$ cat src/rtl/vr16_pkg.sv
// Shared VR16 definitions: datapath width, fetch FSM state encoding and
// the instruction register reset value.
package vr16_pkg;

    localparam int XLEN = 16;

    typedef enum logic [2:0] {
        IDLE,
        REQ,
        DRAIN,
        HOLD,
        ADVANCE,
        FAULT
    } ifetch_state_t;

    localparam logic [XLEN-1:0] INS_RESET = '0;

endpackage

$ cat src/rtl/instruction_fetch_if.sv
// Instruction memory read bus: request/acknowledge handshake between the
// fetch stage (master) and instruction memory (slave).
interface instruction_fetch_if #(
    parameter int ADDR_W = 16,
    parameter int DATA_W = 16
);
    logic              mem_req;
    logic [ADDR_W-1:0] mem_addr;
    logic              mem_ack;
    logic [DATA_W-1:0] mem_rdata;

    modport master (
        output mem_req,
        output mem_addr,
        input  mem_ack,
        input  mem_rdata
    );

    modport slave (
        input  mem_req,
        input  mem_addr,
        output mem_ack,
        output mem_rdata
    );
endinterface

$ cat src/rtl/ifetch_watchdog.sv
// Memory-request timeout counter for the fetch stage; present only when
// IFETCH_TIMEOUT_EN is defined.
`ifdef IFETCH_TIMEOUT_EN
module ifetch_watchdog #(
    parameter int LIMIT = 15
) (
    input  logic clk,
    input  logic reset,
    input  logic clear,
    input  logic count_en,
    output logic expired
);
    localparam logic [7:0] LOAD = 8'(LIMIT - 1);

    logic [7:0] remaining;

    // Reaches zero during the LIMIT-th consecutive cycle without an ack.
    always_ff @(posedge clk or posedge reset) begin
        if (reset) begin
            remaining <= LOAD;
        end else if (clear) begin
            remaining <= LOAD;
        end else if (count_en && remaining != 8'd0) begin
            remaining <= remaining - 8'd1;
        end
    end

    assign expired = (remaining == 8'd0);
endmodule
`endif

$ cat src/rtl/instruction_fetch.sv
// VR16 fetch stage: reads the word at pc_in and presents it to decode.
// Optional memory timeout fault is enabled by defining IFETCH_TIMEOUT_EN.
//
// state   | meaning
// IDLE    | after reset/flush, nothing asserted
// REQ     | memory read outstanding at pc_in
// DRAIN   | flushed read still outstanding, data will be dropped
// HOLD    | ins_out valid, waiting for decoder
// ADVANCE | one-cycle ins_count pulse to program_counter
// FAULT   | memory timeout, terminal until reset
module instruction_fetch
    import vr16_pkg::*;
#(
    parameter int ADDR_W         = XLEN,
    parameter int DATA_W         = XLEN,
    parameter int TIMEOUT_CYCLES = 15
) (
    input  logic                clk,
    input  logic                reset,
    input  logic [ADDR_W-1:0]   pc_in,
    input  logic                flush,
    instruction_fetch_if.master mem,
    output logic                ins_valid,
    input  logic                ins_ready,
    output logic [DATA_W-1:0]   ins_out,
    output logic [ADDR_W-1:0]   ins_addr,
    output logic                ins_count,
    output logic                fetch_fault
);
    ifetch_state_t state_q, state_d;
    logic          req_on;
    logic          take;
    logic          wait_expired;

    always_ff @(posedge clk or posedge reset) begin
        if (reset) begin
            state_q <= IDLE;
        end else begin
            state_q <= state_d;
        end
    end

    always_ff @(posedge clk or posedge reset) begin
        if (reset) begin
            ins_out  <= DATA_W'(INS_RESET);
            ins_addr <= '0;
        end else if (take) begin
            ins_out  <= mem.mem_rdata;
            ins_addr <= pc_in;
        end
    end

    always_comb begin
        state_d   = state_q;
        req_on    = 1'b0;
        take      = 1'b0;
        ins_valid = 1'b0;
        ins_count = 1'b0;
        case (state_q)
            IDLE: state_d = REQ;
            REQ: begin
                req_on = 1'b1;
                if (mem.mem_ack) begin
                    if (flush) begin
                        state_d = IDLE;
                    end else begin
                        take    = 1'b1;
                        state_d = HOLD;
                    end
                end else if (wait_expired) begin
                    state_d = FAULT;
                end else if (flush) begin
                    state_d = DRAIN;
                end
            end
            DRAIN: begin
                req_on = 1'b1;
                if (mem.mem_ack) begin
                    state_d = IDLE;
                end else if (wait_expired) begin
                    state_d = FAULT;
                end
            end
            HOLD: begin
                ins_valid = 1'b1;
                // A flush beats a same-cycle accept so the PC never advances past a discarded word.
                if (flush) begin
                    state_d = IDLE;
                end else if (ins_ready) begin
                    state_d = ADVANCE;
                end
            end
            ADVANCE: begin
                ins_count = 1'b1;
                state_d   = REQ;
            end
            default: state_d = state_q;
        endcase
    end

    assign mem.mem_req  = req_on;
    assign mem.mem_addr = req_on ? pc_in : '0;

`ifdef IFETCH_TIMEOUT_EN
    logic wd_clear;
    logic wd_count;

    assign wd_clear = (state_d == REQ || state_d == DRAIN) && (state_d != state_q);
    assign wd_count = req_on && !mem.mem_ack;

    ifetch_watchdog #(
        .LIMIT (TIMEOUT_CYCLES)
    ) u_watchdog (
        .clk      (clk),
        .reset    (reset),
        .clear    (wd_clear),
        .count_en (wd_count),
        .expired  (wait_expired)
    );

    assign fetch_fault = (state_q == FAULT);
`else
    wire unused_timeout = (TIMEOUT_CYCLES != 0);

    assign wait_expired = 1'b0;
    assign fetch_fault  = 1'b0;
`endif
endmodule

$ cat src/flat_wrapper.sv
// flat-port wrapper written by rule: the top's interface ports become plain ports
module instruction_fetch_flat import vr16_pkg::*;
#(
    parameter int ADDR_W         = XLEN,
    parameter int DATA_W         = XLEN,
    parameter int TIMEOUT_CYCLES = 15
)
  (clk, reset, pc_in, flush, ins_valid, ins_ready, ins_out, ins_addr, ins_count, fetch_fault, mem_mem_req, mem_mem_addr, mem_mem_ack, mem_mem_rdata);
  instruction_fetch_if #(.ADDR_W(ADDR_W), .DATA_W(DATA_W)) mem_i ();
  input  logic clk;
  input  logic reset;
  input  logic [ADDR_W-1:0] pc_in;
  input  logic flush;
  output logic ins_valid;
  input  logic ins_ready;
  output logic [DATA_W-1:0] ins_out;
  output logic [ADDR_W-1:0] ins_addr;
  output logic ins_count;
  output logic fetch_fault;
  output wire logic [$bits(mem_i.mem_req)-1:0] mem_mem_req;
  output wire logic [$bits(mem_i.mem_addr)-1:0] mem_mem_addr;
  input wire logic [$bits(mem_i.mem_ack)-1:0] mem_mem_ack;
  input wire logic [$bits(mem_i.mem_rdata)-1:0] mem_mem_rdata;
  assign mem_mem_req = mem_i.mem_req;
  assign mem_mem_addr = mem_i.mem_addr;
  assign mem_i.mem_ack = mem_mem_ack;
  assign mem_i.mem_rdata = mem_mem_rdata;
  instruction_fetch #(.ADDR_W(ADDR_W), .DATA_W(DATA_W), .TIMEOUT_CYCLES(TIMEOUT_CYCLES)) u_core (.clk(clk), .reset(reset), .pc_in(pc_in), .flush(flush), .mem(mem_i), .ins_valid(ins_valid), .ins_ready(ins_ready), .ins_out(ins_out), .ins_addr(ins_addr), .ins_count(ins_count), .fetch_fault(fetch_fault));
endmodule
$ cat config.mk
export PLATFORM = sky130hd
export DESIGN_NAME = instruction_fetch_flat
export DESIGN_NICKNAME = d
export VERILOG_FILES = /design/src/rtl/vr16_pkg.sv /design/src/rtl/instruction_fetch_if.sv /design/src/rtl/ifetch_watchdog.sv /design/src/rtl/instruction_fetch.sv /design/src/flat_wrapper.sv
export SDC_FILE = /design/constraint.sdc
export NUM_CORES = 1
export LEC_CHECK = 0
export ABC_CLOCK_PERIOD_IN_PS = 1990
export CAP_MARGIN = 20
export CORE_ASPECT_RATIO = 1.4
export CORE_MARGIN = 1.5
export CORE_UTILIZATION = 41
export CTS_BUF_LIST = sky130_fd_sc_hd__clkbuf_8
export CTS_CLUSTER_SIZE = 20
export DETAILED_ROUTE_END_ITERATION = 10
export PLACE_DENSITY = 0.87
export SETUP_SLACK_MARGIN = 0.05
export SLEW_MARGIN = 40
export SYNTH_ARGS = -nofsm -noshare
export SYNTH_HDL_FRONTEND = slang
export SYNTH_SLANG_ARGS = --single-unit
$ cat constraint.sdc
create_clock -name clk -period 1.99 [get_ports clk]
set_input_delay 0.398 -clock clk [delete_from_list [all_inputs] [get_ports clk]]
set_output_delay 0.398 -clock clk [all_outputs]
set_load 0.05 [all_outputs]
# After elaboration in Yosys (flattened, before gate mapping)
# Cells that the tools add are included.
[classes] eq_ne=7 n_mux=14 reduce_logical=5
[ops] operator="16-bit two-way mux" n=1
[ops] operator="3-bit two-way mux" n=5
[ops] operator="3-bit case mux with 4 select lines" n=1
[ops] operator="3-bit by 2-bit == test with 1-bit output, second input constant" n=2
[ops] operator="1-bit two-way mux" n=6
[ops] operator="3-bit != test, second input constant" n=2
[ops] operator="4-bit AND reduction" n=1
[ops] operator="4-bit nonzero test" n=1
[ops] operator="2-bit OR reduction" n=2
[ops] operator="3-bit by 1-bit == test with 1-bit output, second input constant" n=1
[ops] operator="3-bit == test, second input constant" n=1
[ops] operator="3-bit zero test" n=1
[ops] operator="2-bit two-way mux" n=1
[ops] operator="2-bit != test, second input constant" n=1
[totals] register_bits=35 elab_cells=29

# Logic depth before layout (Yosys ltp)
[depth] ltp_word=4 ltp_mapped=6 mapped_depth_nobuf=3

# Least setup slack after synthesis
# OpenSTA, ideal clock, no wires.
[synth_timing] path_kind="flip-flop to output port" from="reg u_core.state_q[1]" to="out ins_count" arrival_ns=1.653 path_slack_ns=-0.061 stages_incl_launch_ff=3 cell_sequence="dfrtp_1 -> clkbuf_8 -> nor3b_1"
[synth_between] elab_chain_len=2
[synth_lines] element="from (decl)" line="instruction_fetch.sv:30" rtl="ifetch_state_t state_q, state_d;"
[synth_lines] element="from (signal assigned)" line="instruction_fetch.sv:39" rtl="state_q <= state_d;"
[synth_lines] element="3-bit == test" line="instruction_fetch.sv:59" rtl="case (state_q)"
[synth_lines] element="1-bit two-way mux" line="instruction_fetch.sv:59"
[synth_lines] element="to (decl)" line="flat_wrapper.sv:18" rtl="output logic ins_count;"
# No other way between the ends.

# Worst setup path after layout
[layout_timing] from="reg u_core.state_q[0]" to="out mem_mem_addr[0]"
[layout_between] elab_chain_len=4 elab_cells_between_ends=5
[layout_lines] element="3-bit by 1-bit == test with 1-bit output or 3-bit by 2-bit == test with 1-bit output (tied branches)" line="instruction_fetch.sv:59"
[layout_lines] element="2-bit OR reduction (no source line) (*)"
[layout_lines] element="1-bit two-way mux (*)" line="instruction_fetch.sv:59"
[layout_lines] element="16-bit two-way mux (*)" line="instruction_fetch.sv:102" rtl="assign mem.mem_addr = req_on ? pc_in : '0;"
[layout_lines] element="to (decl)" line="flat_wrapper.sv:21" rtl="output wire logic [$bits(mem_i.mem_addr)-1:0] mem_mem_addr;"
# Every way passes the cells marked *; elsewhere a longest branch is shown, timed or not.

==> qor.yml <==
start_util: 0.429
cts_sinks: 35
postSynthAreaPerCell_um2: 15.0
yosysTopAreaCellShare: 0.517
place.gp.congestion: 0.705
yosysTopAreaCell: "dfrtp_1"
final_nets: 246
multi_input_area_um2: 734
min-delay-path-class: "input port to asynchronous set/reset pin"
yosys_warnings: 0
final_util: 0.736
cp_cell_sequence: "xnor2_2 > nor2_2 > buf_4 > and2_2 > buf_12"
worst_pin_slew_ps: 533
drc: 0
n_antenna_cell: 0
synth_adder_area_share: 0
die_y_um: 79.1
antenna_found_initial: 0
netlist_area_um2: 1690
status: "finished clean"
path_delay_family: "flip-flops"
grt_first_pass_wirelength_mm: 6.48
first_pass_iters: 4
io_buffers: 87
rows: 27
post_drt_wl_per_cell_um: 16.1
fin_skew_ps: 5.92
grt_max_degree: 21
worst_setup_path_end_kind: "primary output"
finalCritPeriodShare: 0.950
cts_tree: "built"
fin_area_um2: 2910
route.vias.total: 1212
path_class: "register to primary output"
ctsHoldBuffers: 0
synthSimpleGateAreaFrac: 0.104
ioPinCount: 89
rsz0062_at_grt: "yes"
antenna_left: 0
worstPathRequired_ps: 1590
synthesis.nets: 150
drive_gt1_frac: 0.414
powerDensity_nw_per_um2: 443
seq_area_um2: 878
synthToLayoutAreaGrowth_pct: 71.6
fmax_mhz: 529
cap_viol_max_count: 0
drt_iter0_drc: 11
postSynthCellCount: 113
slew_violations: 0
synthDistinctLibCells: 23
dpl.hpwl_mm: 3.06
die_w_um: 57.3
synthTopCellsByArea: "dfrtp_1 52%, mux2_4 27%, and2_1 5.9%"
grt.total_usage: 0.191
die_area_um2: 4530
clockBufferDepth: 2
clk_latency_ps: 280
synth_top_family_by_area: "multiplexers"
whs_ps: 480
synth.area.mux_share: 0.279
ir_drop_mv: 0.531
ys.flop_type: "dfrtp_1"
preCtsSetupSlack_ps: 139
dpl_cell_area_um2: 2770
cp-start-kind: "register"
grt-ovfl-total: 0
first_global_vias: 1296
leakage_uw: 0.00132
slew_headroom: 0.643
synth_compound_area_frac: 0.0185
totalWireLength_mm: 4.08
synth_xor_xnor_area_share: 0.0103
cts_buffers: 5
synth_edf_count: 0
fin_crit_ps: 1890
path_buf_inv: 2
setup_viol: 0
coreArea_um2: 3950
finalHoldViolCount: 0
viasPerCell: 4.79
root_buffer: "clkbuf_8"
h-tree-depth: 2
cpMaxStageDelayCell: "dfrtp_2"
path_max_fanout: 8
clk_pin_slew_ps: 70
synthArstFlopShare: 1.00
setup_slack_ps: 99.7
ys_ff_latch: 35
fillers: 238
yosysSeqAreaShare: 0.517
crit_arrival_ps: 1490
crit_path_max_incr_delay_ps: 430
-- flip-flops by register name (all words and copies together) (netlist names) --
name,count
u_core.state_q,3
u_core.ins_out,16
u_core.ins_addr,16
-- final cells by class --
cell class,instances,share of cell area
clock buffer,5,0.0237
tap,43,0.0185
timing repair buffer,97,0.396
multi-input combinational,68,0.253
clock inverter,3,0.00430
inverter,2,0.00258
sequential,35,0.302
-- synth_stat cells (2+ instances only) --
cell type  number
buf_12          3
buf_6           2
dfrtp_1        35
and2_1         16
xnor2_1         2
inv_1           2
nand2_1         3
mux2_4         30
o21ai_0         3
nor2_1          3
mux2_2          2
-- per-stage QoR --
step / instances / setup TNS [ps] / power, µW
finish: 253 / 0 / 1290
global route: 253 / 0 / 1340
floorplan: 113 / -60.6 / 745
CTS: 253 / 0 / 1300
global placement: 241 / 0 / 828
detailed placement: 241 / 0 / 831
-- worst paths after layout --
| check | from | to | slack, ps | depth (start not counted) |
|---|---|---|---|---|
| min in group clk | u_core.ins_out[13] | u_core.ins_out[13] | 510 | 1 |
| max in group asynchronous | reset | u_core.state_q[1] | 1260 | 3 |
| worst min-delay path | reset | u_core.ins_out[1] | 480 | 3 |
| worst max-delay path | u_core.state_q[0] | mem_mem_addr[0] | 100 | 5 |
| worst min register to register | u_core.ins_out[13] | u_core.ins_out[13] | 510 | 1 |
| worst max register to register | u_core.state_q[1] | u_core.ins_addr[12] | 390 | 5 |
-- placed cells by master (no fill, tap or decap), drive strengths merged --
master | Yosys | routed
xnor2 | 2 | 2
buf | 7 | 29
o311ai | 1 | 1
inv | 2 | 4
or4b | 1 | 1
clkdlybuf4s50 | 0 | 68
and3b | 1 | 1
dfrtp | 35 | 35
and3 | 1 | 1
nand2 | 3 | 3
a22oi | 1 | 1
and2 | 17 | 17
o21ai | 3 | 3
conb | 1 | 1
clkinv | 0 | 1
mux2 | 32 | 32
nor2b | 1 | 1
clkbuf | 1 | 5
nor3b | 1 | 1
nor2 | 3 | 3
-- where the power goes --
group,internal [µW],switching [µW]
combinational,69.4,36.0
clock,235,236
sequential,711,0.000278
-- metal layers --
| metal | vias to the layer above | track usage | routed length (µm) |
|---|---|---|---|
| li1 | 570 | - | - |
| met1 | 584 | 0.221 | 1610 |
| met2 | 56 | 0.330 | 2120 |
| met3 | 2 | 0.0700 | 324 |
| met4 | 0 | 0.0488 | 19 |
| met5 | - | 0 | 0 |
-- cell families (layout without fill, tap and decap cells) --
| group | after synthesis | count (layout) |
|---|---|---|
| AOI/OAI and AO/OA | 5 | 5 |
| xor gates and xnor gates | 2 | 2 |
| other | 1 | 1 |
| DFF | 35 | 35 |
| and+or+nand+nor | 28 | 28 |
| muxes | 32 | 32 |
| buffers and inverters | 10 | 107 |
-- tightest hold or removal path: cells and delay by family --
family / cells / cell delay [ps]
buffers and inverters: 3 / 730
-- repair_timing --
action,in CTS,in global routing
pin swaps,1,1
resized for setup,4,6
buffers inserted,3,0
setup endpoints to repair,16,17
gates cloned,1,0
Note: power is estimated with default switching activity, not from simulation.
